[config.mk]
export PLATFORM = sky130hd
export DESIGN_NAME = uart_cmd_ctrl
export DESIGN_NICKNAME = d
export VERILOG_FILES = /design/src/rtl/uart_cmd_ctrl.sv
export SDC_FILE = /design/constraint.sdc
export NUM_CORES = 1
export LEC_CHECK = 0
export BUFFER_PORTS_ARGS = -buffer_cell sky130_fd_sc_hd__buf_2
export CORE_MARGIN = 8
export CORE_UTILIZATION = 50
export CTS_CLUSTER_DIAMETER = 50
export DETAILED_ROUTE_END_ITERATION = 8
export GPL_TIMING_DRIVEN = 0
export HOLD_SLACK_MARGIN = 0.05
export PLACE_DENSITY = 0.69
export SETUP_SLACK_MARGIN = 0.2
export SLEW_MARGIN = 20
export SYNTH_ARGS = -nofsm -noshare
export SYNTH_HDL_FRONTEND = slang
export SYNTH_SLANG_ARGS = --single-unit
[constraint.sdc]
create_clock -name clk -period 9.7 [get_ports clk]
set_input_delay 1.94 -clock clk [delete_from_list [all_inputs] [get_ports clk]]
set_output_delay 1.94 -clock clk [all_outputs]
set_load 0.01 [all_outputs]
[src/rtl/uart_cmd_ctrl.sv]
// uart_cmd_ctrl: parses SYNC/CMD/ADDR/DATA/CHK frames from the UART receiver,
// runs the matching 32-bit read/write on the debug bus, releases the CPU from
// halt on RUN, and queues reply bytes to the UART transmitter.
//
// state    | meaning
// ---------+-----------------------------------------------------------
// IDLE     | hunting for SYNC_BYTE, everything else discarded
// CMD      | waiting for the command byte
// ADDR0..3 | collecting address bytes, least significant first
// DATA0..3 | collecting write data bytes (write command only)
// CHK      | waiting for the checksum byte, then dispatch
// MEM      | bus request outstanding, waiting for mem_ack
// TX       | next reply byte ready, waiting for the transmitter to be idle
// TXWAIT   | byte handed off, waiting for the transmitter to finish it
module uart_cmd_ctrl #(
  parameter int unsigned TIMEOUT_CYCLES = 1000000,
  parameter logic [7:0]  SYNC_BYTE      = 8'hA5
) (
  input  logic        clk,
  input  logic        rst,
  input  logic [7:0]  rx_data,
  input  logic        rx_ready,
  output logic [7:0]  tx_data,
  output logic        tx_start,
  input  logic        tx_busy,
  output logic        mem_req,
  output logic        mem_we,
  output logic [31:0] mem_addr,
  output logic [31:0] mem_wdata,
  input  logic [31:0] mem_rdata,
  input  logic        mem_ack,
  output logic        cpu_halt,
  output logic        rx_overrun
);

  localparam int unsigned   TW      = (TIMEOUT_CYCLES > 2) ? $clog2(TIMEOUT_CYCLES) : 1;
  localparam logic [TW-1:0] TO_LAST = TW'(TIMEOUT_CYCLES - 1);

  localparam logic [7:0] CMD_WRITE = 8'h01;
  localparam logic [7:0] CMD_READ  = 8'h02;
  localparam logic [7:0] CMD_RUN   = 8'h03;
  localparam logic [7:0] REPLY_ACK = 8'h06;
  localparam logic [7:0] REPLY_NAK = 8'h15;

  typedef enum logic [3:0] {
    ST_IDLE,
    ST_CMD,
    ST_ADDR0,
    ST_ADDR1,
    ST_ADDR2,
    ST_ADDR3,
    ST_DATA0,
    ST_DATA1,
    ST_DATA2,
    ST_DATA3,
    ST_CHK,
    ST_MEM,
    ST_TX,
    ST_TXWAIT
  } state_t;

  state_t        state;
  logic [7:0]    cmd;
  logic [7:0]    chk_acc;
  logic [TW-1:0] to_cnt;
  logic [39:0]   reply_q;
  logic [2:0]    reply_cnt;
  logic          tx_guard;

  logic          in_frame;
  logic          in_reply;
  logic          to_expire;
  logic [1:0]    byte_sel;
  logic          cmd_known;

  // Frame-phase decode, timeout terminal count and byte lane of the current field
  always_comb begin
    in_frame  = 1'b0;
    in_reply  = 1'b0;
    byte_sel  = 2'd0;
    case (state)
      ST_CMD, ST_CHK:                         in_frame = 1'b1;
      ST_ADDR0, ST_DATA0: begin in_frame = 1'b1; byte_sel = 2'd0; end
      ST_ADDR1, ST_DATA1: begin in_frame = 1'b1; byte_sel = 2'd1; end
      ST_ADDR2, ST_DATA2: begin in_frame = 1'b1; byte_sel = 2'd2; end
      ST_ADDR3, ST_DATA3: begin in_frame = 1'b1; byte_sel = 2'd3; end
      ST_MEM, ST_TX, ST_TXWAIT:               in_reply = 1'b1;
      default: ;
    endcase
    to_expire = (to_cnt == TO_LAST);
    cmd_known = (cmd == CMD_WRITE) || (cmd == CMD_READ) || (cmd == CMD_RUN);
  end

  // Frame parser, bus master and reply sequencer; all outputs registered
  always_ff @(posedge clk or posedge rst) begin
    if (rst) begin
      state      <= ST_IDLE;
      cmd        <= 8'h00;
      chk_acc    <= 8'h00;
      to_cnt     <= '0;
      reply_q    <= 40'h0;
      reply_cnt  <= 3'd0;
      tx_guard   <= 1'b0;
      tx_data    <= 8'h00;
      tx_start   <= 1'b0;
      mem_req    <= 1'b0;
      mem_we     <= 1'b0;
      mem_addr   <= 32'h0;
      mem_wdata  <= 32'h0;
      cpu_halt   <= 1'b1;
      rx_overrun <= 1'b0;
    end else begin
      tx_start <= 1'b0;

      // Bytes that arrive while a transaction or reply is in flight are lost.
      if (rx_ready && in_reply)
        rx_overrun <= 1'b1;

      // A byte arriving on the expiry cycle wins over the timeout.
      if (rx_ready || !in_frame || to_expire)
        to_cnt <= '0;
      else
        to_cnt <= to_cnt + TW'(1);

      if (in_frame && !rx_ready && to_expire) begin
        state <= ST_IDLE;
      end else begin
        case (state)
          ST_IDLE: begin
            if (rx_ready && (rx_data == SYNC_BYTE))
              state <= ST_CMD;
          end

          ST_CMD: begin
            if (rx_ready) begin
              cmd     <= rx_data;
              chk_acc <= rx_data;
              state   <= ST_ADDR0;
            end
          end

          ST_ADDR0, ST_ADDR1, ST_ADDR2, ST_ADDR3: begin
            if (rx_ready) begin
              mem_addr[{byte_sel, 3'b000} +: 8] <= rx_data;
              chk_acc <= chk_acc ^ rx_data;
              case (state)
                ST_ADDR0: state <= ST_ADDR1;
                ST_ADDR1: state <= ST_ADDR2;
                ST_ADDR2: state <= ST_ADDR3;
                default:  state <= (cmd == CMD_WRITE) ? ST_DATA0 : ST_CHK;
              endcase
            end
          end

          ST_DATA0, ST_DATA1, ST_DATA2, ST_DATA3: begin
            if (rx_ready) begin
              mem_wdata[{byte_sel, 3'b000} +: 8] <= rx_data;
              chk_acc <= chk_acc ^ rx_data;
              case (state)
                ST_DATA0: state <= ST_DATA1;
                ST_DATA1: state <= ST_DATA2;
                ST_DATA2: state <= ST_DATA3;
                default:  state <= ST_CHK;
              endcase
            end
          end

          ST_CHK: begin
            if (rx_ready) begin
              if ((rx_data != chk_acc) || !cmd_known) begin
                reply_q   <= {32'h0, REPLY_NAK};
                reply_cnt <= 3'd1;
                state     <= ST_TX;
              end else if (cmd == CMD_RUN) begin
                cpu_halt  <= 1'b0;
                reply_q   <= {32'h0, REPLY_ACK};
                reply_cnt <= 3'd1;
                state     <= ST_TX;
              end else begin
                mem_req <= 1'b1;
                mem_we  <= (cmd == CMD_WRITE);
                state   <= ST_MEM;
              end
            end
          end

          ST_MEM: begin
            if (mem_ack) begin
              mem_req <= 1'b0;
              if (mem_we) begin
                reply_q   <= {32'h0, REPLY_ACK};
                reply_cnt <= 3'd1;
              end else begin
                reply_q   <= {mem_rdata, REPLY_ACK};
                reply_cnt <= 3'd5;
              end
              state <= ST_TX;
            end
          end

          ST_TX: begin
            if (!tx_busy) begin
              tx_data   <= reply_q[7:0];
              tx_start  <= 1'b1;
              reply_q   <= reply_q >> 8;
              reply_cnt <= reply_cnt - 3'd1;
              tx_guard  <= 1'b1;
              state     <= ST_TXWAIT;
            end
          end

          ST_TXWAIT: begin
            // The transmitter may not raise busy until the cycle after start.
            if (tx_guard)
              tx_guard <= 1'b0;
            else if (!tx_busy)
              state <= (reply_cnt != 3'd0) ? ST_TX : ST_IDLE;
          end

          default: state <= ST_IDLE;
        endcase
      end
    end
  end

endmodule

* Word level (Yosys, flattened, before mapping)
Index checks and enable logic that the tools add are counted.
** Operators by class
- $add $sub $neg :: 3
- Equality and inequality tests :: 36
- Shifts and indexed selects :: 2
- Multiplexer cells :: 50
- Bitwise operators :: 5
- Reduce and logical (&&, ||, !) cells :: 37
** Operators with widths (number)
- $mux 40 :: 6
- $pmux 40 s3 :: 1
- $bwmux 32 :: 2
- $mux 4 :: 12
- $pmux 4 s8 :: 1
- $shift 8x7->32 const A :: 1
- $shiftx 8x7->32 :: 1
- $ne 3x3->1 const B :: 10
- $eq 4x4->1 const B :: 6
- $mux 3 :: 8
- $pmux 4 s3 :: 2
- $add 20x1->20 const B :: 1
- $eq 20x20->1 const B :: 1
- $mux 20 :: 1
- $eq 4x3->1 const B :: 4
- $eq 8x2->1 const B :: 2
- $mux 8 :: 2
- $pmux 8 s2 :: 1
- $reduce_and 3->1 :: 5
- $ne 2x2->1 const B :: 6
- $reduce_and 6->1 :: 2
- $mux 1 :: 10
- $reduce_and 5->1 :: 2
- $reduce_or 10->1 :: 1
- 25 further kinds :: 45
** Word-level totals
- Flip-flop bits (word level) :: 161
- Bits of input ports :: 45
- Output and inout port bits :: 77
- Word-level logic and storage cells :: 148

* Longest topological paths before layout
Gate-level depths: netlist of the first run.
- Depth after elaboration :: 9
- Mapped depth :: 11

* Least setup slack after synthesis of the first run
OpenSTA, ideal clock, no wires.
- Path type :: input -> register
- Start :: in rx_data[1]
- End :: reg reply_q[10]
- Library setup time :: 125 ps
- Arrival time :: 3510 ps
- Required time :: 9575 ps
- Path slack :: 6065 ps
- Stages :: 7
- Cell sequence :: clkbuf_1 xnor2_1 nand4b_2 nor4_4 nor3_4 buf_6 mux2_4
** Between the ends
- Word-level cells in the longest chain between the ends :: 5
** RTL lines
- from (decl) :: line 21 : input logic [7:0] rx_data,
- $ne 8x8->1 (*) :: line 170 : if ((rx_data != chk_acc) || !cmd_known) begin
- $logic_or 1x1->1 (*) :: line 170
- $mux 40 :: line 170
- $mux 40 :: line 169 : if (rx_ready) begin
- $pmux 40 s3 :: line 128 : case (state)
- to (signal assigned) :: line 171 : reply_q <= {32'h0, REPLY_NAK};
- to (signal assigned) :: line 176 : reply_q <= {32'h0, REPLY_ACK};
- to (signal assigned) :: line 191 : reply_q <= {32'h0, REPLY_ACK};
- to (decl) :: line 66 : logic [39:0] reply_q;
Mark *: on every way between the ends. The rest lies on a longest branch, timed or not. The select of a mux whose other input is x is not followed.
A chain may end at the register's enable or synchronous reset.

* Worst setup path in the final report of the first run
- Start :: in rx_data[4]
- End :: reg reply_q[12]
The elaborated chain is that of the path after synthesis.

==> results of run 1 <==
kinds of logic (layout without fill, tap and decap cells):
kind of cell | after synthesis | after routing | share of synthesized area
adder cells (fa/ha/maj) | 7 | 7 | 0.01147
flip-flops | 161 | 161 | 0.5276
AND/OR/NAND/NOR | 203 | 203 | 0.1368
AO/OA/AOI/OAI | 124 | 124 | 0.1130
buffers and inverters | 67 | 213 | 0.03751
XOR/XNOR | 24 | 24 | 0.02850
multiplexers | 92 | 92 | 0.1451
worst reg2reg max path, cell delays in order (launching register included):
cell      delay [ns]
dfrtp_1         0.35
buf_2           0.22
buf_2           0.25
buf_1           0.37
nand2_1         0.10
a21o_1          0.21
ha_1            0.36
nand2_1         0.22
clkbuf_1        0.40
o31ai_1         0.16
power groups by stage:
stage	Combinational, µW	Sequential [µW]	Clock (µW)
finish	769	910	731
global route	837	924	769
CTS	768	908	739
detailed placement	760	919	0
global placement	731	910	0
floorplan	500	934	0
cell usage in the layout, fill, tap and decap left out, drive strengths merged, types with 4 or more instances in the layout:
master,netlist,layout
nor3,10,10
inv,27,29
nand2,65,65
nor2,53,53
or3,5,5
nand2b,12,12
mux2i,17,17
buf,12,126
nor4,5,5
a22o,32,32
clkbuf,28,49
ha,7,7
o31ai,18,18
and3,5,5
o21ai,25,25
dfrtp,160,160
nand3,20,20
nand4,4,4
a21oi,27,27
xnor2,22,22
nand4b,5,5
bufinv,0,4
mux2,75,75
path summary, 6_finish.rpt:
check	start	end	slack, ns	depth (start not counted)
worst min register to register	cpu_halt	cpu_halt	0.44	2
max in group asynchronous	rst	cpu_halt	7.28	3
worst min-delay path	cpu_halt	cpu_halt	0.44	2
worst max register to register	state[3]	mem_wdata[17]	6.94	9
worst max-delay path	rx_data[4]	reply_q[12]	6.05	7
min in group asynchronous	rst	mem_wdata[17]	1.56	2
sequential cells by signal (all words and copies together) (netlist names):
| register | flops |
|---|---|
| tx_guard | 1 |
| mem_addr | 32 |
| mem_req | 1 |
| cpu_halt | 1 |
| mem_we | 1 |
| tx_start | 1 |
| chk_acc | 8 |
| reply_cnt | 3 |
| reply_q | 40 |
| tx_data | 8 |
| mem_wdata | 32 |
| cmd | 8 |
| state | 4 |
| to_cnt | 20 |
| rx_overrun | 1 |
final cells by class:
cell class / instances / area share
Multi-Input combinational cell: 450 / 0.3642
Buffer: 40 / 0.02030
Timing Repair Buffer: 114 / 0.06502
Sequential cell: 161 / 0.4418
Tap cell: 188 / 0.02579
Clock buffer: 21 / 0.05158
Clock inverter: 11 / 0.01934
Inverter: 27 / 0.01193
per-layer routing:
layer,track usage,vias up,share of wire
met1,0.2406,2899,0.43
li1,-,2661,-
met4,0.06343,0,0.015
met3,0.05643,25,0.051
met5,0,-,0
met2,0.3185,142,0.50
metrics by stage:
step                instances  utilization  hold slack, ns  instance area (µm²)
floorplan                 678            -          0.4239                 7639
global placement          979       0.5593          0.4366                 8439
detailed placement        980       0.5616          0.4388                 8474
CTS                      1012       0.6045          0.4487                 9121
global route             1012       0.6045          0.4615                 9121
finish                   1012       0.6045          0.4409                 9121
==> results.ini, run 1 <==
[run]
maxCapViolations=0

[detailed_routing]
dr.pass1.iters=5
drt_wl_total_mm=18.84
drt_iter0_markers=388
drc=0
via_per_inst=5.659
vias=5727
ant_nets=0
wl_per_cell_um=18.62

[pwr]
netSwitchingFraction=0.3468
ir_drop_mv=0.1415
clkPwrFrac=0.303
p_total_uw=2409
cellLeakagePower_uw=0.004353
p_switching_uw=835.5
comb_power_share=0.319
p_int_uw=1573
pwr-share-seq=0.378
p_per_area_nw_per_um2=264.1

[yosys]
synthTopCellsByCount=160 x dfrtp_1, 65 x nand2_1, 52 x nor2_1
synth_ff_type=dfrtp_1
avgSynthCellArea_um2=11.27
synth.most_common_cell=dfrtp_1
async_flop_share=1.000
synth_area_leader_cell=dfrtp_1
synth-seq-area-share=0.5276
synth_warnings=0
synthDistinctLibCells=59
synth_top_area_frac=0.5242
synth-edff-count=0
syn_area_um2=7639
yosys_register_bits=161
synth_cells=678
syn-num-nets=730
synth_area_leaders=dfrtp_1 52%, mux2_2 7.4%, mux2_4 4.9%, a22o_1 3.7%, nand2_1 3.2%

[sta]
slew_viol_final=0
final.setup.worst_slack_ns=6.054
fin_worst_skew_ns=0.007878
slew_headroom=0.5179
max_freq_ghz=0.2742
fin_setup_tns_ns=0
period_minus_slack_ns=3.646
rsz0062_at_grt=false
setup_viol=0
fin_crit_sh=0.3759
tightest_slew_ns=0.7177
final_hold_viol_count=0

[clock_network]
cts_tree=built
clock_latency_ns=0.43
cts.path.max_buffers=2
cts_resized=0
cts_buffers=17
cts_setup_buffers=0
htree_levels=4
holdBufCountCts=0
root_buffer=clkbuf_16
clkSinkCount=161
clkTransAtPathRegs_ns=0.06

[floorplan]
core_area_um2=15090
io_pins=122
initial_core_util=0.5062
placementRows=45
die_h_um=139.6
die_w_um=139.6
dieArea_um2=19490

[placed_design]
dpl.hpwl_mm=13.32
portBuffers=113
place_ws_ns=5.595
gp_congestion=0.8785

[finish]
drive_gt1_frac=0.2937
antenna_cells=0
final_nets=863
fill_cells=1232
multi_input_area_um2=3322
seqCellArea_um2=4030
areaGrowthSynthToFinish_pct=19.41

[global_routing]
grt_pass1_vias=5884
grt_max_degree=84
grt-ovfl-total=0
antenna_found_initial=0
grt_use_total=0.1935
grt_pass1_wl_mm=30.34

[setup_path]
end_kind=flop
path_delay_family=simple AND/OR/NAND/NOR gates
arrival_ns=3.95
cpPeakStageDelay_ns=0.55
start_kind=primary input
cp.required_ns=10.01
critPathMaxFanout=10
cp_cell_sequence=clkbuf_1 > xnor2_1 > nand4_1 > nor4_4 > nor3_4 > buf_6 > mux2_4
cp_slowest_cell=nor4_4
worstSetupPathType=in -> reg
worst-path-buf-inv=2

[min_path]
hp-class=reg -> reg

[outcome]
status=complete, no violations

No activity file was read; power rests on OpenSTA's default activity.
==> run 2, diff against run 1 <==
==> constraint.sdc (replaced) <==
create_clock -name clk -period 3.7 [get_ports clk]
set_input_delay 0.74 -clock clk [delete_from_list [all_inputs] [get_ports clk]]
set_output_delay 0.74 -clock clk [all_outputs]
set_load 0.01 [all_outputs]
==> run 2 against run 1 <==
  * Critical path depth increased by 2
  * Cell count increased by 0.40%
  * Hold slack got worse by 0.087 ns
  * Sequential power increased to 2.6 times the previous value
  * Largest power group unchanged
==> results.ini, run 2 (synthesized netlist as in run 1, its figures left out) <==
[sta]
rsz0062_at_grt=false
period_minus_slack_ns=2.784
slew_headroom=0.5510
tightest_slew_ns=0.6684
final_hold_viol_count=0
fin_worst_skew_ns=0.007419
slew_viol_final=0
setup_viol=0
max_freq_ghz=0.3591
fin_crit_sh=0.7525
holdWs_ns=0.3535
fin_setup_tns_ns=0

[floorplan]
core_area_um2=15090
placementRows=45
dieArea_um2=19490
initial_core_util=0.5062
io_pins=122
die_h_um=139.6
die_w_um=139.6

[clock_network]
cts_buffers=17
clkSinkCount=161
cts_resized=0
cts.path.max_buffers=2
holdBufCountCts=0
clkTransAtPathRegs_ns=0.06
clock_latency_ns=0.42
root_buffer=clkbuf_16
cts_tree=built
htree_levels=4
cts_setup_buffers=0

[placed_design]
gp_congestion=0.8390
portBuffers=113
placed_area_um2=8551
dpl.hpwl_mm=13.45

[finish]
seqCellArea_um2=4030
top_register=reply_q
largestRegisters=reply_q: 40 flops, mem_addr: 32 flops, mem_wdata: 32 flops
final_nets=867
areaGrowthSynthToFinish_pct=20.10
drive_gt1_frac=0.2971
largest_reg_flops=40
fin_area_um2=9174
fill_cells=1215
utilization=0.6080
final_cell_mix=160 x dfrtp_1, 120 x buf_2, 65 x nand2_1
antenna_cells=0
layout_commonest_cell=dfrtp_1
multi_input_area_um2=3322

[outcome]
status=complete, no violations

[pwr]
pwr-share-seq=0.384
cellLeakagePower_uw=0.004373
p_int_uw=4064
ir_drop_mv=0.3879
netSwitchingFraction=0.3443
p_switching_uw=2134
comb_power_share=0.321
clkPwrFrac=0.295
p_per_area_nw_per_um2=675.6

[setup_path]
start_kind=flop
arrival_ns=3.14
crit_top_cell=buf_2
critPathMaxFanout=10
worstSetupPathType=reg -> reg
cp_slowest_cell=buf_1
cp.required_ns=4.06
cpPeakStageDelay_ns=0.37
cp_cell_sequence=buf_2 > buf_2 > buf_1 > nand2_1 > a21o_1 > ha_1 > and4b_1 > clkbuf_1 > a22o_1
end_kind=flop

[global_routing]
grt_use_total=0.1914
grt-ovfl-total=0
grt_pass1_vias=5861
grt_pass1_wl_mm=30.06
grt_max_degree=36
antenna_found_initial=0

[detailed_routing]
drt_wl_total_mm=18.42
drt_iter0_markers=382
via_per_inst=5.608
wl_per_cell_um=18.13
dr.pass1.iters=5
ant_nets=0
drc=0
vias=5698

[min_path]
hp-class=in -> async

[run]
maxCapViolations=0

[run 2: cell count changes in the layout (fill, tap and decap cells not counted)]
| cell | delta |
|---|---|
| clkinv_4 | +1 |
| buf_12 | +4 |
| inv_8 | -2 |
| bufinv_16 | -1 |
| inv_6 | +1 |
| clkinvlp_4 | +1 |
[run 2: metrics by stage]
step | instances | total power, µW | worst slack [ns]
after floorplan | 678 | 3761 | 0.9180
after global placement | 979 | 4302 | 0.06289
after detailed placement | 984 | 4394 | 0.8316
after CTS | 1016 | 6233 | 0.9526
after global routing | 1016 | 6566 | 0.7127
final | 1016 | 6198 | 0.9156
[run 2: worst paths after layout]
check,cells after the start,slack [ns],start,to
setup reg to reg,9,0.92,state[3],mem_addr[6]
min in group clk,2,0.45,cpu_halt,cpu_halt
hold reg to reg,2,0.45,cpu_halt,cpu_halt
max in group asynchronous,4,2.58,rst,mem_wdata[15]
setup / recovery,9,0.92,state[3],mem_addr[6]
hold / removal,2,0.35,rst,mem_we
[run 2: per-layer routing]
layer	GRT usage	wire length (µm)	vias up	share of wire
met5	0	0	-	0
met4	0.05600	221	0	0.012
met2	0.3190	9182	158	0.50
met1	0.2368	7944	2837	0.43
met3	0.05643	1069	22	0.058
li1	-	-	2681	-
[run 2: power groups by stage]
stage | combinational, µW | sequential (µW) | clock, µW
6_report | 1990 | 2380 | 1830
5_1_grt | 2190 | 2430 | 1950
3_5_place_dp | 1980 | 2410 | 0
3_3_place_gp | 1910 | 2390 | 0
2_1_floorplan | 1310 | 2450 | 0
4_1_cts | 1990 | 2380 | 1860
[run 2: area by class of cell]
class,instances,share of cell area
Inverter,27,0.01146
Clock buffer,21,0.05128
Timing Repair Buffer,118,0.07338
Clock inverter,11,0.01664
Sequential cell,161,0.4393
Tap cell,188,0.02564
Multi-Input combinational cell,450,0.3621
Buffer,40,0.02019
[run 2: critical path: cells and delay by family (launching register included)]
family,cells,cell delay [ns]
adder cells (fa/ha/maj),1,0.36
AO/OA/AOI/OAI,2,0.43
buffers and inverters,4,1.18
flip-flops,1,0.36
AND/OR/NAND/NOR,2,0.41
==> run 3, diff against run 2 <==
--- a/config.mk
+++ b/config.mk
@@ -12,7 +12,7 @@
 export DETAILED_ROUTE_END_ITERATION = 8
 export GPL_TIMING_DRIVEN = 0
 export HOLD_SLACK_MARGIN = 0.05
-export PLACE_DENSITY = 0.69
+export PLACE_DENSITY = 0.72
 export SETUP_SLACK_MARGIN = 0.2
 export SLEW_MARGIN = 20
 export SYNTH_ARGS = -nofsm -noshare
==> constraint.sdc (replaced) <==
create_clock -name clk -period 2.5 [get_ports clk]
set_input_delay 0.5 -clock clk [delete_from_list [all_inputs] [get_ports clk]]
set_output_delay 0.5 -clock clk [all_outputs]
set_load 0.01 [all_outputs]
==> run 3 against run 2 <==
  * Count of clock-buffer cells in the layout is 1 lower
  * Power is 54% higher
  * Fmax is 21% higher
  * Critical path type unchanged
  * Sequential share of layout area is 1.4 points lower
  * Non-clock buffer count is 19 higher
  * Clock power is 44% higher
  * Die area stayed put
==> results.ini, run 3 (synthesized netlist as in run 1, its figures left out) <==
[global_routing]
grt_use_total=0.1988
grt_pass1_wl_mm=31.16
grt_pass1_vias=6081
antenna_found_initial=0
grt-ovfl-total=0
grt_max_degree=34

[floorplan]
die_w_um=139.6
die_h_um=139.6
core_area_um2=15090
initial_core_util=0.5062
io_pins=122
placementRows=45
dieArea_um2=19490

[sta]
slew_viol_final=0
fin_crit_sh=0.9194
tightest_slew_ns=0.5816
final.setup.worst_slack_ns=0.2014
max_freq_ghz=0.4350
period_minus_slack_ns=2.299
fin_setup_tns_ns=0
final_hold_viol_count=0
rsz0062_at_grt=true
setup_viol=0
slew_headroom=0.6123
fin_worst_skew_ns=0.008797

[detailed_routing]
dr.pass1.iters=5
vias=5886
drt_wl_total_mm=19.26
via_per_inst=5.681
drc=0
drt_iter0_markers=415
ant_nets=0
wl_per_cell_um=18.59

[clock_network]
holdBufCountCts=0
root_buffer=clkbuf_16
clkTransAtPathRegs_ns=0.06
cts.path.max_buffers=2
cts_buffers=17
clkSinkCount=161
clock_latency_ns=0.43
cts_tree=built
htree_levels=4

[placed_design]
placed_area_um2=8551
portBuffers=113
gp_congestion=0.8614
dpl.hpwl_mm=13.67
place_ws_ns=-0.1845
place_inst=984

[pwr]
cellLeakagePower_uw=0.004537
p_per_area_nw_per_um2=1010
p_total_uw=9574
ir_drop_mv=0.6765

[finish]
largest_reg_flops=40
final_nets=886
stdcell_count=1036
areaGrowthSynthToFinish_pct=24.14
final_cell_mix=159 x dfrtp_1, 119 x buf_2, 61 x nand2_1
top_register=reply_q
largestRegisters=reply_q: 40 flops, mem_addr: 32 flops, mem_wdata: 32 flops
fin_area_um2=9483
layout_commonest_cell=dfrtp_1
drive_gt1_frac=0.3566

[setup_path]
cp.required_ns=2.81
worstSetupPathType=reg -> reg
start_kind=flop
end_kind=flop
critPathMaxFanout=6
arrival_ns=2.61

[min_path]
hp-class=in -> async

[run]
maxCapViolations=0

[outcome]
status=complete, no violations

==> run 3: changes by cell type in the layout (fill, tap and decap cells not counted), sizes merged <==
cell      delta
clkbuf       -2
buf         +20
inv          -1
clkinv       +4
clkinvlp     -2
diode        +1
==> run 3: timing repair <==
action	in CTS	in global routing
pin swaps	2	6
buffers inserted	3	14
gates cloned	0	2
gates resized for setup	27	37
endpoints found under the setup margin	92	114
==> run 3: power by group <==
part / internal, µW / total, µW / switching, µW
logic: 1450 / 3400 / 1950
registers: 3170 / 3530 / 359
clock network: 1580 / 2640 / 1060
total: 6200 / 9570 / 3370
==> run 3: per-layer routing <==
metal	global-route usage	wire [µm]
met3	0.04583	1054
met4	0.07429	368
met5	0	0
met1	0.2464	8115
met2	0.3332	9717
==> run 3: final timing paths <==
kind                                     from             to  slack, ns  cells after the start
worst min register to register      to_cnt[0]      to_cnt[0]       0.45                      1
min in group clk                mem_rdata[27]    reply_q[35]       0.31                      3
worst max-delay path                 state[1]    reply_q[16]       0.20                      8
max in group asynchronous                 rst  mem_wdata[23]       1.67                      4
worst min-delay path                      rst     to_cnt[12]        0.1                      2
worst max register to register       state[1]    reply_q[16]       0.20                      8
==> run 3: cell type report <==
type	count	area, µm²
fillers	1212	5607
flip-flops and latches	161	4031
multi-input cells	450	3455
repair buffers	137	829.5
clock buffers	20	436.7
well taps	188	235.2
plain buffers	40	227.7
clock inverters	12	160.2
inverters	27	105.1
diodes	1	2.502
==> run 3: critical path, stage by stage, from the launching register on <==
cell and delay [ns]:
dfrtp_2 0.44, buf_4 0.15, nor4_4 0.34, a211o_1 0.24
o31ai_4 0.12, nor3_4 0.23, buf_4 0.18, buf_4 0.16
mux2_4 0.31
==> run 3: through the flow <==
stage / utilization / hold WS [ns]
finish: 0.6284 / 0.09664
global route: 0.6283 / 0.1283
CTS: 0.6124 / 0.1014
detailed placement: 0.5667 / 0.4385
global placement: 0.5595 / 0.4372
floorplan: - / 0.4239
